--- src/rtl/fetch_unit_pkg.sv ---
// Shared definitions for the instruction-fetch stage: FSM encodings and defaults.
package fetch_unit_pkg;

  typedef logic [1:0] fetch_state_t;

  localparam fetch_state_t ST_IDLE  = 2'd0;
  localparam fetch_state_t ST_REQ   = 2'd1;
  localparam fetch_state_t ST_HOLD  = 2'd2;
  localparam fetch_state_t ST_DRAIN = 2'd3;

  // sll $0,$0,0
  localparam logic [31:0] NOP_INST_DEFAULT = 32'h0000_0000;

  // Fetch addresses are always word aligned; low two bits are dropped.
  function automatic logic [31:0] word_align(input logic [31:0] addr);
    return addr & ~32'h3;
  endfunction

endpackage

--- src/rtl/fetch_unit_if.sv ---
// Instruction-memory request/response bundle between the fetch stage and imem.
interface fetch_unit_if;
  logic        imem_req;
  logic [31:0] imem_addr;
  logic        imem_rvalid;
  logic [31:0] imem_rdata;

  modport master (
    output imem_req,
    output imem_addr,
    input  imem_rvalid,
    input  imem_rdata
  );

  modport slave (
    input  imem_req,
    input  imem_addr,
    output imem_rvalid,
    output imem_rdata
  );
endinterface

--- src/rtl/fetch_unit_watchdog.sv ---
// Counts consecutive cycles an imem request goes unanswered and raises a sticky error.
module fetch_unit_watchdog #(
  parameter int TIMEOUT = 16
) (
  input  logic clk,
  input  logic nrst,
  input  logic count_en,
  output logic imem_err
);

  localparam int CW = $clog2(TIMEOUT + 1);
  localparam logic [CW-1:0] CNT_MAX = CW'(TIMEOUT);

  logic [CW-1:0] wait_cnt;
  logic [CW-1:0] wait_cnt_d;

  // Next count: saturating increment while waiting, otherwise back to zero.
  always_comb begin
    wait_cnt_d = '0;
    if (count_en) begin
      wait_cnt_d = (wait_cnt == CNT_MAX) ? wait_cnt : wait_cnt + CW'(1);
    end
  end

  // Counter register and sticky error flag, cleared only by reset.
  always_ff @(posedge clk or negedge nrst) begin
    if (!nrst) begin
      wait_cnt <= '0;
      imem_err <= 1'b0;
    end else begin
      wait_cnt <= wait_cnt_d;
      if (wait_cnt_d == CNT_MAX) begin
        imem_err <= 1'b1;
      end
    end
  end

endmodule

--- src/rtl/fetch_unit.sv ---
// Instruction-fetch stage: owns the PC, talks to imem, feeds the IF/ID register.
//
// state    | meaning
// ---------+-------------------------------------------------------------
// ST_IDLE  | one quiet cycle after reset release, no request
// ST_REQ   | request at pc outstanding; response bypassed straight out
// ST_HOLD  | stalled; fetched word parked in buffer, no request
// ST_DRAIN | redirect abandoned a pending request; wait it out, then
//          | fetch from the new pc
module fetch_unit
  import fetch_unit_pkg::*;
#(
  parameter logic [31:0] RESET_PC = 32'h0000_0000,
  parameter logic [31:0] NOP_INST = NOP_INST_DEFAULT,
  parameter int          TIMEOUT  = 16
) (
  input  logic                clk,
  input  logic                nrst,
  input  logic                stall,
  input  logic                redirect,
  input  logic [31:0]         redirect_pc,
  fetch_unit_if.master        bus,
  output logic [31:0]         pc_IF,
  output logic [31:0]         IF_pc4,
  output logic [31:0]         IF_inst,
  output logic                if_valid,
  output logic                imem_err
);

  fetch_state_t state, state_d;
  logic [31:0]  pc, pc_d;
  logic [31:0]  drain_addr, drain_addr_d;
  logic [31:0]  buffer, buffer_d;
  logic [31:0]  redirect_tgt;
  logic         rvalid;
  logic         wd_count;

  assign redirect_tgt = word_align(redirect_pc);
  assign rvalid       = bus.imem_rvalid;

  // Next-state logic; redirect wins over both stall and an arriving response.
  always_comb begin
    state_d      = state;
    pc_d         = pc;
    drain_addr_d = drain_addr;
    buffer_d     = buffer;
    case (state)
      ST_IDLE: begin
        if (redirect) pc_d = redirect_tgt;
        else          state_d = ST_REQ;
      end
      ST_REQ: begin
        if (redirect) begin
          pc_d = redirect_tgt;
          if (!rvalid) begin
            // The old request is still in flight; keep its address on the bus.
            drain_addr_d = pc;
            state_d      = ST_DRAIN;
          end
        end else if (rvalid) begin
          if (stall) begin
            buffer_d = bus.imem_rdata;
            state_d  = ST_HOLD;
          end else begin
            pc_d = pc + 32'd4;
          end
        end
      end
      ST_HOLD: begin
        if (redirect) begin
          pc_d     = redirect_tgt;
          buffer_d = NOP_INST;
          state_d  = ST_REQ;
        end else if (!stall) begin
          pc_d    = pc + 32'd4;
          state_d = ST_REQ;
        end
      end
      ST_DRAIN: begin
        if (redirect) pc_d = redirect_tgt;
        // Once the abandoned request completes there is nothing left to wait for.
        if (rvalid) state_d = ST_REQ;
      end
      default: state_d = ST_IDLE;
    endcase
  end

  // State, pc and data registers.
  always_ff @(posedge clk or negedge nrst) begin
    if (!nrst) begin
      state      <= ST_IDLE;
      pc         <= RESET_PC;
      drain_addr <= RESET_PC;
      buffer     <= NOP_INST;
    end else begin
      state      <= state_d;
      pc         <= pc_d;
      drain_addr <= drain_addr_d;
      buffer     <= buffer_d;
    end
  end

  // Output muxing from the current state and the live imem response.
  always_comb begin
    bus.imem_req  = (state == ST_REQ) || (state == ST_DRAIN);
    bus.imem_addr = (state == ST_DRAIN) ? drain_addr : pc;
    if_valid      = !redirect && (((state == ST_REQ) && rvalid) || (state == ST_HOLD));
    if (!if_valid)               IF_inst = NOP_INST;
    else if (state == ST_HOLD)   IF_inst = buffer;
    else                         IF_inst = bus.imem_rdata;
    pc_IF  = pc;
    IF_pc4 = pc + 32'd4;
  end

  // A wait cycle only counts while the same request stays pending in the same state.
  assign wd_count = ((state == ST_REQ) || (state == ST_DRAIN)) && !rvalid && (state_d == state);

  fetch_unit_watchdog #(
    .TIMEOUT (TIMEOUT)
  ) u_watchdog (
    .clk      (clk),
    .nrst     (nrst),
    .count_en (wd_count),
    .imem_err (imem_err)
  );

endmodule

--- src/flat_wrapper.sv ---
// flat-port wrapper written by rule: the top's interface ports become plain ports
module fetch_unit_flat import fetch_unit_pkg::*;
#(
  parameter logic [31:0] RESET_PC = 32'h0000_0000,
  parameter logic [31:0] NOP_INST = NOP_INST_DEFAULT,
  parameter int          TIMEOUT  = 16
)
  (clk, nrst, stall, redirect, redirect_pc, pc_IF, IF_pc4, IF_inst, if_valid, imem_err, bus_imem_req, bus_imem_addr, bus_imem_rvalid, bus_imem_rdata);
  fetch_unit_if bus_i ();
  input  logic clk;
  input  logic nrst;
  input  logic stall;
  input  logic redirect;
  input  logic [31:0] redirect_pc;
  output logic [31:0] pc_IF;
  output logic [31:0] IF_pc4;
  output logic [31:0] IF_inst;
  output logic if_valid;
  output logic imem_err;
  output wire logic [$bits(bus_i.imem_req)-1:0] bus_imem_req;
  output wire logic [$bits(bus_i.imem_addr)-1:0] bus_imem_addr;
  input wire logic [$bits(bus_i.imem_rvalid)-1:0] bus_imem_rvalid;
  input wire logic [$bits(bus_i.imem_rdata)-1:0] bus_imem_rdata;
  assign bus_imem_req = bus_i.imem_req;
  assign bus_imem_addr = bus_i.imem_addr;
  assign bus_i.imem_rvalid = bus_imem_rvalid;
  assign bus_i.imem_rdata = bus_imem_rdata;
  fetch_unit #(.RESET_PC(RESET_PC), .NOP_INST(NOP_INST), .TIMEOUT(TIMEOUT)) u_core (.clk(clk), .nrst(nrst), .stall(stall), .redirect(redirect), .redirect_pc(redirect_pc), .bus(bus_i), .pc_IF(pc_IF), .IF_pc4(IF_pc4), .IF_inst(IF_inst), .if_valid(if_valid), .imem_err(imem_err));
endmodule
--- config.mk ---
export PLATFORM = sky130hd
export DESIGN_NAME = fetch_unit_flat
export DESIGN_NICKNAME = d
export VERILOG_FILES = /design/src/rtl/fetch_unit_pkg.sv /design/src/rtl/fetch_unit_if.sv /design/src/rtl/fetch_unit_watchdog.sv /design/src/rtl/fetch_unit.sv /design/src/flat_wrapper.sv
export SDC_FILE = /design/constraint.sdc
export NUM_CORES = 1
export LEC_CHECK = 0
export ABC_AREA = 0
export CAP_MARGIN = 0
export CORE_ASPECT_RATIO = 1.1
export CORE_MARGIN = 2
export CORE_UTILIZATION = 51
export CTS_BUF_LIST = sky130_fd_sc_hd__clkbuf_8
export DETAILED_ROUTE_END_ITERATION = 12
export PLACE_DENSITY = 0.91
export SLEW_MARGIN = 10
export SYNTH_ARGS = -nofsm -noshare
export SYNTH_HDL_FRONTEND = slang
export SYNTH_SLANG_ARGS = --single-unit
--- constraint.sdc ---
create_clock -name clk -period 4.3 [get_ports clk]
set_clock_uncertainty 0.2 [all_clocks]
set_input_delay 1.29 -clock clk [delete_from_list [all_inputs] [get_ports clk]]
set_output_delay 1.29 -clock clk [all_outputs]
set_load 0.02 [all_outputs]
Yosys cells after proc, flatten, opt, wreduce, memory -nomap -nowiden
Cells that the tools add are included.
{ "word_totals": {"ff_bits": 104, "in_bits": 69, "out_inout_bits": 131, "wordCells": 60} }
{ "op_classes": {"add_sub_neg": 2, "n_eq_ne": 12, "n_mux": 25, "bitwise": 1, "reduce_logical": 14} }
{ "ops": {"columns": ["op", "count"], "rows": [
  ["two-way mux 32 bit", 12],
  ["case mux 32 bit (3 select lines)", 1],
  ["case mux 32 bit (2 select lines)", 1],
  ["adder 32 x 3 -> 32 bit, second input constant", 1],
  ["two-way mux 2 bit", 8],
  ["equality test 5 bit, second input constant", 2],
  ["two-way mux 5 bit", 2],
  ["inequality test 2 bit, second input constant", 4],
  ["case mux 2 bit (4 select lines)", 1],
  ["adder 5 x 1 -> 5 bit, second input constant", 1],
  ["AND reduction 5 bit", 1],
  ["equality test 2 bit, second input constant", 2],
  ["logical AND 1 bit", 4],
  ["inequality test 3 bit, second input constant", 1],
  ["AND reduction 3 bit", 1],
  ["equality test 2 x 1 -> 1 bit, second input constant", 1],
  ["equality test 2 bit", 1],
  ["logical NOT 1 bit", 2],
  ["logical NOT 2 bit", 1],
  ["logical OR 1 bit", 2],
  ["inequality test 2 x 1 -> 1 bit, second input constant", 1],
  ["AND reduction 2 bit", 1],
  ["nonzero test 2 bit", 1],
  ["OR reduction 2 bit", 1],
  ["NOT 1 bit", 1]
]} }

Depth between registers and ports, before layout
Gate-level depths: netlist of the first run.
{ "logic_depth": {"ltp_word": 8, "mapped_depth": 8, "mapped_depth_nobuf": 7} }

By module
A second synthesis of the first run with hierarchy kept.
{ "hier_totals": {"hier_cells": 657, "hier_area_um2": 6009.5} }
{ "modules_own_cells": {"columns": ["mod", "instances", "cells_per_inst", "area_each_um2"], "rows": [
  ["fetch_unit", 1, 627, 5679.2],
  ["fetch_unit_watchdog", 1, 30, 330.3]
]} }

Worst setup path after synthesis of the first run
OpenSTA, ideal clock, no wires.
{ "synth_path": {"path_kind": "input to output", "startpoint": "in redirect", "endpoint": "out IF_inst[22]", "t_arrival_ns": 2.246, "t_required_ns": 2.810, "setup_slack_ns": 0.564, "path_stages": 5, "path_buffers": 2, "path_cell_list": "buf_2 > inv_1 > nand2_1 > clkbuf_1 > a21oi_1"} }
{ "synth_via": {"elab_chain_len": 3} }
{ "synth_lines": {"columns": ["element", "line_no", "source"], "rows": [
  ["from (decl)", "flat_wrapper.sv:13", "input logic redirect;"],
  ["logical NOT 1 bit", "fetch_unit.sv:107", "if_valid = !redirect && (((state == ST_REQ) && rvalid) || (state == ST_HOLD));"],
  ["logical AND 1 bit", "fetch_unit.sv:107", null],
  ["two-way mux 32 bit", "fetch_unit.sv:108", "if (!if_valid) IF_inst = NOP_INST;"],
  ["to (decl)", "flat_wrapper.sv:17", "output logic [31:0] IF_inst;"]
]} }
No other way between the ends.

Worst setup path in the final report of the first run
{ "layout_path": {"startpoint": "in bus_imem_rvalid", "endpoint": "out IF_inst[21]"} }
{ "layout_via": {"elab_chain_len": 4} }
{ "layout_lines": {"columns": ["element", "line_no", "source"], "rows": [
  ["from (decl)", "flat_wrapper.sv:22", "input wire logic [$bits(bus_i.imem_rvalid)-1:0] bus_imem_rvalid;"],
  ["logical AND 1 bit", "fetch_unit.sv:107", null],
  ["logical OR 1 bit", "fetch_unit.sv:107", null],
  ["logical AND 1 bit", "fetch_unit.sv:107", null],
  ["two-way mux 32 bit", "fetch_unit.sv:108", null]
]} }
No other way between the ends.

==> results.tsv, run 1 <==
stage	metric	value	unit
min_path	hold_path_class	reg2reg	
critical_path	critPathBufInv	3	
logic_synthesis	synth_compound_gate_area_share	16.7	%
logic_synthesis	muxShareOfSynthArea	9.99	%
sta	setup_ws	0.0995	ns
critical_path	critPathMaxStageDelay	0.48	ns
cts	cts_max_level	3	
power	p_leak	3.56	nW
critical_path	cp_top_family	buffers and inverters	
floorplan	core_area	11400	µm²
logic_synthesis	synth_edf_count	0	
critical_path	r2r_slack	1.69	ns
logic_synthesis	yosysWarnings	0	
floorplan	num_rows	41	
cts	cts_tree	yes	
critical_path	crit_type	in2out	
floorplan	die_x	107	µm
logic_synthesis	synth-simple-area-share	19.4	%
global_routing	met1_usage	32.9	%
logic_synthesis	synth_top_family_by_area	simple AND/OR/NAND/NOR gates	
place	postPlaceCellArea	8040	µm²
route	via_count	5737	
global_routing	grtUsageMet2	47.6	%
job	drv_cap	0	
outcome	status	finished clean	
critical_path	cp_data_arrival_time	2.71	ns
cts	clockBufferDepth	2	
place	dp_slack	-0.197	ns
route	first_pass_iters	6	
critical_path	slowest_stage	clkdlybuf4s50_1	
sta	hold_viol_final	0	
route	routed_via_density	5.74	
logic_synthesis	synth_area_leaders	dfrtp_1, mux2_2, nand2_1	
critical_path	timing.critical_path.cells	clkdlybuf4s50_1 > nand2_1 > nand2b_1 > nand2_1 > buf_12 > a21oi_1 > dlygate4sd2_1	
global_routing	antenna_found_initial	0	
global_routing	grt_pass1_vias	5606	
logic_synthesis	synth_cells	675	
route	drc_errors	0	
floorplan	fp.dieH	117	µm
floorplan	pin_count	200	
global_routing	grt_pass1_wl	28000	µm
critical_path	cp_data_required_time	2.81	ns
finish	fill_cells	851	
min_path	hold_start	u_core.drain_addr[30]$_DFFE_PN0P_	
power	vdd_drop_max	517	µV
power	power_density	698	nW/µm²
route	drtAntennaViolNets	0	
logic_synthesis	netlist-cell-type-count	53	
route	wirelength	17700	µm
sta	post-route-period-util	97.7	%
global_routing	grt_max_degree	85	
logic_synthesis	netlist_area	5960	µm²
finish	fin_cells	1000	
finish	drive_gt1_share	13.8	%
power	total_power	5.74	mW
finish	diodes	0	
cts	clock-sinks	100	
logic_synthesis	synth_ff_type	dfrtp_1	
sta	setup_viol	0	
route	wl_per_cell	17.7	µm
sta	rsz0062_at_grt	no	
sta	period_minus_slack	4.20	ns
min_path	hold-path-cell-count	2	
finish	final_util	71.9	%
critical_path	worst-r2r-cell-count	5	
route	drt_iter0_drc	434	
global_routing	overflow	0	
cts	clk_latency	0.37	ns
sta	relSlewSlack	30.3	%
sta	worstMarginPinSlew	1.05	ns
logic_synthesis	yosys.area.top_type	dfrtp_1	
logic_synthesis	synthAdderAreaFrac	1.47	%
finish	finalInstanceArea	8220	µm²
finish	multi_input_area	3200	µm²
critical_path	endpoint_kind	output pin	
finish	synthToLayoutAreaGrowth	37.8	%
finish	ff_latch_area	2510	µm²
logic_synthesis	synth-xor-area-share	4.85	%
floorplan	initial_core_util	52.1	%
cts	path_clk_slew	0.09	ns
global_routing	grt_busiest_layer	met2	
critical_path	setup.worst_path.start_class	input port	
place	dpl.hpwl	12800	µm
logic_synthesis	ys_seq_area_share	42.0	%
finish	nNetsFinal	921	
place	placed_cells	983	
critical_path	r2r_start	u_core.state[0]$_DFF_PN0_	
min_path	min_to	u_core.drain_addr[30]$_DFFE_PN0P_	
place	gp_congestion	0.899	
sta	max_freq	238	MHz
logic_synthesis	avgSynthCellArea	8.84	µm²
floorplan	dieArea	12600	µm²
critical_path	timing.rr.end	u_core.u_watchdog.imem_err$_DFFE_PN0N_	
global_routing	grt_util_all_layers	27.6	%
logic_synthesis	ys_top_cells_by_count	nand2_1, dfrtp_1, o21ai_0	
critical_path	crit_fanout	29	
cts	cts_root_buffer	clkbuf_8	
sta	maxSlewViolCount	0	
cts	cts_made_buffers	9	
logic_synthesis	postSynth.asyncResetShare	100	%
global_routing	grt_util_met3	8.28	%
critical_path	crit_path_frequent_cell	nand2_1	
logic_synthesis	synth-seq-cells	100	
logic_synthesis	synth_most_common_cell	nand2_1	
logic_synthesis	netlist.area_leader.share	42.0	%
place	port-buffer-count	191	
==> power by group <==
group	leakage, nW	switching (mW)	internal [mW]	total [mW]
combinational	2.27	1.78	1.59	3.37
clock	0.0918	0.335	0.209	0.543
sequential	1.20	0.467	1.36	1.83
==> worst register-to-register path, delay by kind of cell (launching register included) <==
family | cells | cell delay [ns]
AOI/OAI and AO/OA | 2 | 0.67
adders and majority gates | 1 | 0.79
DFF | 1 | 0.47
and+or+nand+nor | 2 | 0.37
==> worst max path at each step <==
stage | from | to | slack, ns | cells past startpoint
4_1_cts | u_core.pc_IF[5]$_DFFE_PN0P_ | IF_pc4[11] | -0.02 | 5
3_5_place_dp | bus_imem_rvalid | IF_inst[21] | -0.20 | 7
3_3_place_gp | bus_imem_rvalid | IF_inst[4] | -0.15 | 7
6_report | bus_imem_rvalid | IF_inst[21] | 0.1 | 7
2_1_floorplan | redirect | IF_inst[22] | 0.56 | 5
5_1_grt | bus_imem_rvalid | IF_inst[6] | 0.002 | 7
==> repair_timing <==
action / CTS / global route
resized for setup: 37 / 16
pin swaps: 1 / 0
hold buffers: 0 / 0
buffers inserted: 1 / 0
setup endpoints to repair: 43 / 19
==> metal layers <==
| layer | up-vias | share of wire [%] |
|---|---|---|
| li1 | 2665 | - |
| met1 | 2754 | 39 |
| met2 | 280 | 50 |
| met3 | 38 | 9.3 |
| met4 | 0 | 2.2 |
| met5 | - | 0 |
==> flip-flops by register name (all words and copies together) (netlist names) <==
| register | cells |
|---|---|
| u_core.buffer | 32 |
| u_core.drain_addr | 30 |
| u_core.pc_IF | 30 |
| u_core.state | 2 |
| u_core.u_watchdog.imem_err | 1 |
| u_core.u_watchdog.wait_cnt | 5 |
==> logic make-up (layout without fill, tap and decap cells) <==
logic type | Yosys count | in the layout
xor gates and xnor gates | 33 | 33
buffers and inverters | 77 | 247
DFF | 100 | 100
AOI/OAI and AO/OA | 170 | 170
and+or+nand+nor | 234 | 234
adders and majority gates | 7 | 7
muxes | 53 | 53
other | 1 | 6
==> placed cells by master, fill, tap and decap left out, types with 3 or more instances in the layout <==
cell type        count
o22a_1               3
clkbuf_8             9
a21oi_1             57
ha_2                 3
nand3_1             18
mux2_2              52
nand3_2              3
nand2_1            109
nand2b_1            37
xnor2_1             23
dlymetal6s2s_1       8
clkinv_4             3
o22ai_1             11
and3_1               5
dlygate4sd2_1       31
conb_1               6
dfrtp_1             94
xor2_1              10
inv_1               19
o211ai_1             3
a31o_2               3
ha_1                 4
o21ai_0             60
nor3_1               4
a22oi_1              7
nor4_1               5
clkdlybuf4s50_1    149
nand4_1              5
dfrtp_2              6
nor2_1              28
a2bb2oi_1            9
buf_4               22
==> metrics by stage <==
step,TNS [ns],hold WS (ns)
global placement,-4.49,0.264
global route,0,0.304
detailed placement,-4.90,0.272
CTS,-0.0223,0.294
floorplan,0,0.250
finish,0,0.288
==> area by class of cell <==
| class | instances | area share (%) |
|---|---|---|
| Multi-Input combinational cell | 503 | 38.9 |
| Sequential cell | 100 | 30.5 |
| Timing Repair Buffer | 214 | 25.4 |
| Tap cell | 150 | 2.28 |
| Clock buffer | 9 | 1.51 |
| Inverter | 17 | 0.776 |
| Clock inverter | 7 | 0.563 |
Power figures use the tool's default switching activity.
==> run 2: changes to the inputs <==
CORE_UTILIZATION = 45   (was 51)
PLACE_DENSITY = 0.82   (was 0.91)
==> results.tsv, run 2 (synthesis gave the netlist of run 1 again) <==
stage	metric	value	unit	change
finish	layout_commonest_cell	clkdlybuf4s50_1		
power	power_density	691	nW/µm²	-0.93%
cts	clk_latency	0.36	ns	about the same
place	postPlaceCellArea	8120	µm²	+0.98%
route	first_pass_iters	5		-1
power	comb_power_share	59.8	%	+1.1 points
place	dpl.hpwl	11700	µm	-8.4%
sta	post-route-period-util	96.7	%	-0.96 points
finish	finalInstanceArea	8300	µm²	+0.97%
route	wl_per_cell	16.3	µm	-7.4%
sta	rsz0062_at_grt	no		
route	drc_errors	0		unchanged
place	gp_congestion	0.829		-7.8%
route	route.met3.wl	1640	µm	about the same
sta	period_minus_slack	4.16	ns	-0.0413 ns
finish	layout_common_cells	clkdlybuf4s50_1, nand2_1, dfrtp_1, o21ai_0, a21oi_1		
route	top_layer	met4		
cts	clock-sinks	100		unchanged
place	dp_slack	-0.132	ns	+0.0648 ns
cts	path_clk_slew	0.10	ns	about the same
min_path	hold_path_class	reg2reg		
sta	setup_viol	0		unchanged
critical_path	critPathCapture	IF_inst[3]		
critical_path	crit_type	in2out		
floorplan	die_x	114	µm	+6.2%
power	p_leak	3.57	nW	+0.38%
floorplan	num_rows	44		+7.3%
cts	cts_tree	yes		
power	pwr-share-seq	30.6	%	-1.3 points
critical_path	crit_fanout	33		+14%
critical_path	worst-r2r-cell-count	5		unchanged
global_routing	grt_util_all_layers	23.5	%	-4.1 points
route	via_count	5454		-4.9%
critical_path	r2r_slack	1.69	ns	about the same
finish	largest_reg_flops	32		unchanged
place	placed_cells	1001		+1.8%
critical_path	cp_data_arrival_time	2.67	ns	-0.04 ns
sta	holdWs	0.290	ns	+0.00130 ns
finish	regMostFlops	u_core.buffer		
cts	cts_root_buffer	clkbuf_8		
power	p_switching	2.53	mW	-1.8%
job	drv_cap	0		unchanged
cts	clockBufferDepth	2		unchanged
floorplan	initial_core_util	45.7	%	-6.4 points
sta	hold_viol_final	0		unchanged
global_routing	antenna_found_initial	0		unchanged
sta	max_freq	240	MHz	+0.99%
finish	synthToLayoutAreaGrowth	39.2	%	
floorplan	dieArea	14200	µm²	+13%
critical_path	timing.rr.end	u_core.u_watchdog.imem_err$_DFFE_PN0N_		
global_routing	grt_pass1_wl	26800	µm	-4.2%
global_routing	grt_pass1_vias	5266		-6.1%
critical_path	cp_data_required_time	2.81	ns	about the same
floorplan	pin_count	200		unchanged
sta	worstMarginPinSlew	0.894	ns	-0.152 ns
power	p_sw_share	44.1	%	-0.83 points
route	met2WireLength	7660	µm	-13%
global_routing	overflow	0		unchanged
sta	setup_ws	0.141	ns	+0.0413 ns
critical_path	endpoint_kind	output pin		
power	vdd_drop_max	467	µV	-9.5%
cts	cts_hold_buf	0		unchanged
sta	finalSetupTns	0	ns	unchanged
finish	nNetsFinal	927		+0.65%
cts	cts_made_buffers	9		unchanged
global_routing	grt_max_degree	65		-24%
route	met1_length	6960	µm	+1.2%
route	drtAntennaViolNets	0		unchanged
finish	fin_cells	1017		+1.7%
cts	cts_max_level	3		unchanged
critical_path	startpoint	bus_imem_rvalid		
critical_path	r2r_start	u_core.state[0]$_DFF_PN0_		
critical_path	setup.worst_path.start_class	input port		
outcome	status	finished clean		
place	port-buffer-count	191		unchanged
sta	maxSlewViolCount	0		unchanged
finish	drive_gt1_share	15.1	%	+1.3 points
route	drt_iter0_drc	330		-24%
floorplan	core_area	13000	µm²	+14%
power	pwr-share-clk	9.6	%	about the same
sta	relSlewSlack	40.4	%	+10 points
route	wirelength	16600	µm	-5.8%
route	routed_via_density	5.36		-6.5%
floorplan	fp.dieH	125	µm	+6.2%
power	internal_power	3.21	mW	+1.6%
cts	postCtsSetupRepairBufs	0		-1
finish	diodes	0		unchanged
==> run 2: cell types whose count changed in the layout (fill, tap and decap cells not counted), moves of 3 or more <==
cell	before	now
dfrtp_1	94	88
buf_4	22	27
dlymetal6s2s_1	8	5
dfrtp_2	6	12
clkdlybuf4s50_1	149	152
==> run 2: metrics by stage <==
| step | utilization (%) | total power [mW] |
|---|---|---|
| floorplan | - | 3.70 |
| global placement | 62.2 | 5.14 |
| detailed placement | 62.2 | 5.20 |
| CTS | 63.3 | 5.74 |
| global route | 63.6 | 6.14 |
| finish | 63.6 | 5.74 |
==> run 2: worst min-delay path by stage <==
stage,cells past startpoint,start,slack (ns),endpoint
4_1_cts,2,u_core.drain_addr[17]$_DFFE_PN0P_,0.29,u_core.drain_addr[17]$_DFFE_PN0P_
3_5_place_dp,2,u_core.drain_addr[17]$_DFFE_PN0P_,0.27,u_core.drain_addr[17]$_DFFE_PN0P_
3_3_place_gp,2,u_core.u_watchdog.imem_err$_DFFE_PN0N_,0.26,u_core.u_watchdog.imem_err$_DFFE_PN0N_
5_1_grt,1,u_core.drain_addr[25]$_DFFE_PN0P_,0.31,u_core.drain_addr[25]$_DFFE_PN0P_
6_report,2,u_core.drain_addr[17]$_DFFE_PN0P_,0.29,u_core.drain_addr[17]$_DFFE_PN0P_
2_1_floorplan,2,u_core.buffer[0]$_DFFE_PN0P_,0.25,u_core.buffer[0]$_DFFE_PN0P_
==> run 2: repair_timing <==
action / CTS / global route
setup endpoints to repair: 35 / 14
gates resized for setup: 36 / 19
gates cloned: 0 / 0
pin swaps: 0 / 1
==> run 2: layer usage <==
| metal | GRT usage [%] | up-vias |
|---|---|---|
| met5 | 0 | - |
| met4 | 6.17 | 0 |
| met3 | 8.61 | 31 |
| met2 | 37.2 | 212 |
| met1 | 30.4 | 2532 |
| li1 | - | 2679 |
==> run 2: power groups by stage <==
stage	sequential (mW)	combinational (mW)	clock, mW
floorplan	1.78	1.92	0
finish	1.76	3.43	0.548
CTS	1.73	3.44	0.567
global route	1.83	3.71	0.598
global placement	1.73	3.41	0
detailed placement	1.75	3.45	0
==> run 2: cell type report <==
cell class,count,area (µm²)
clock buffer,9,124
clock inverter,7,43.8
fill,1107,4750
inverter,17,63.8
multi-input combinational,503,3220
sequential,100,2520
tap,161,201
timing repair buffer,220,2140
==> run 2: worst max-delay path, stage by stage <==
cell	delay (ns)
clkdlybuf4s50_1	0.48
nand2_1	0.07
nand2b_1	0.08
nand2_1	0.08
buf_12	0.18
a21oi_1	0.13
dlygate4sd2_1	0.36
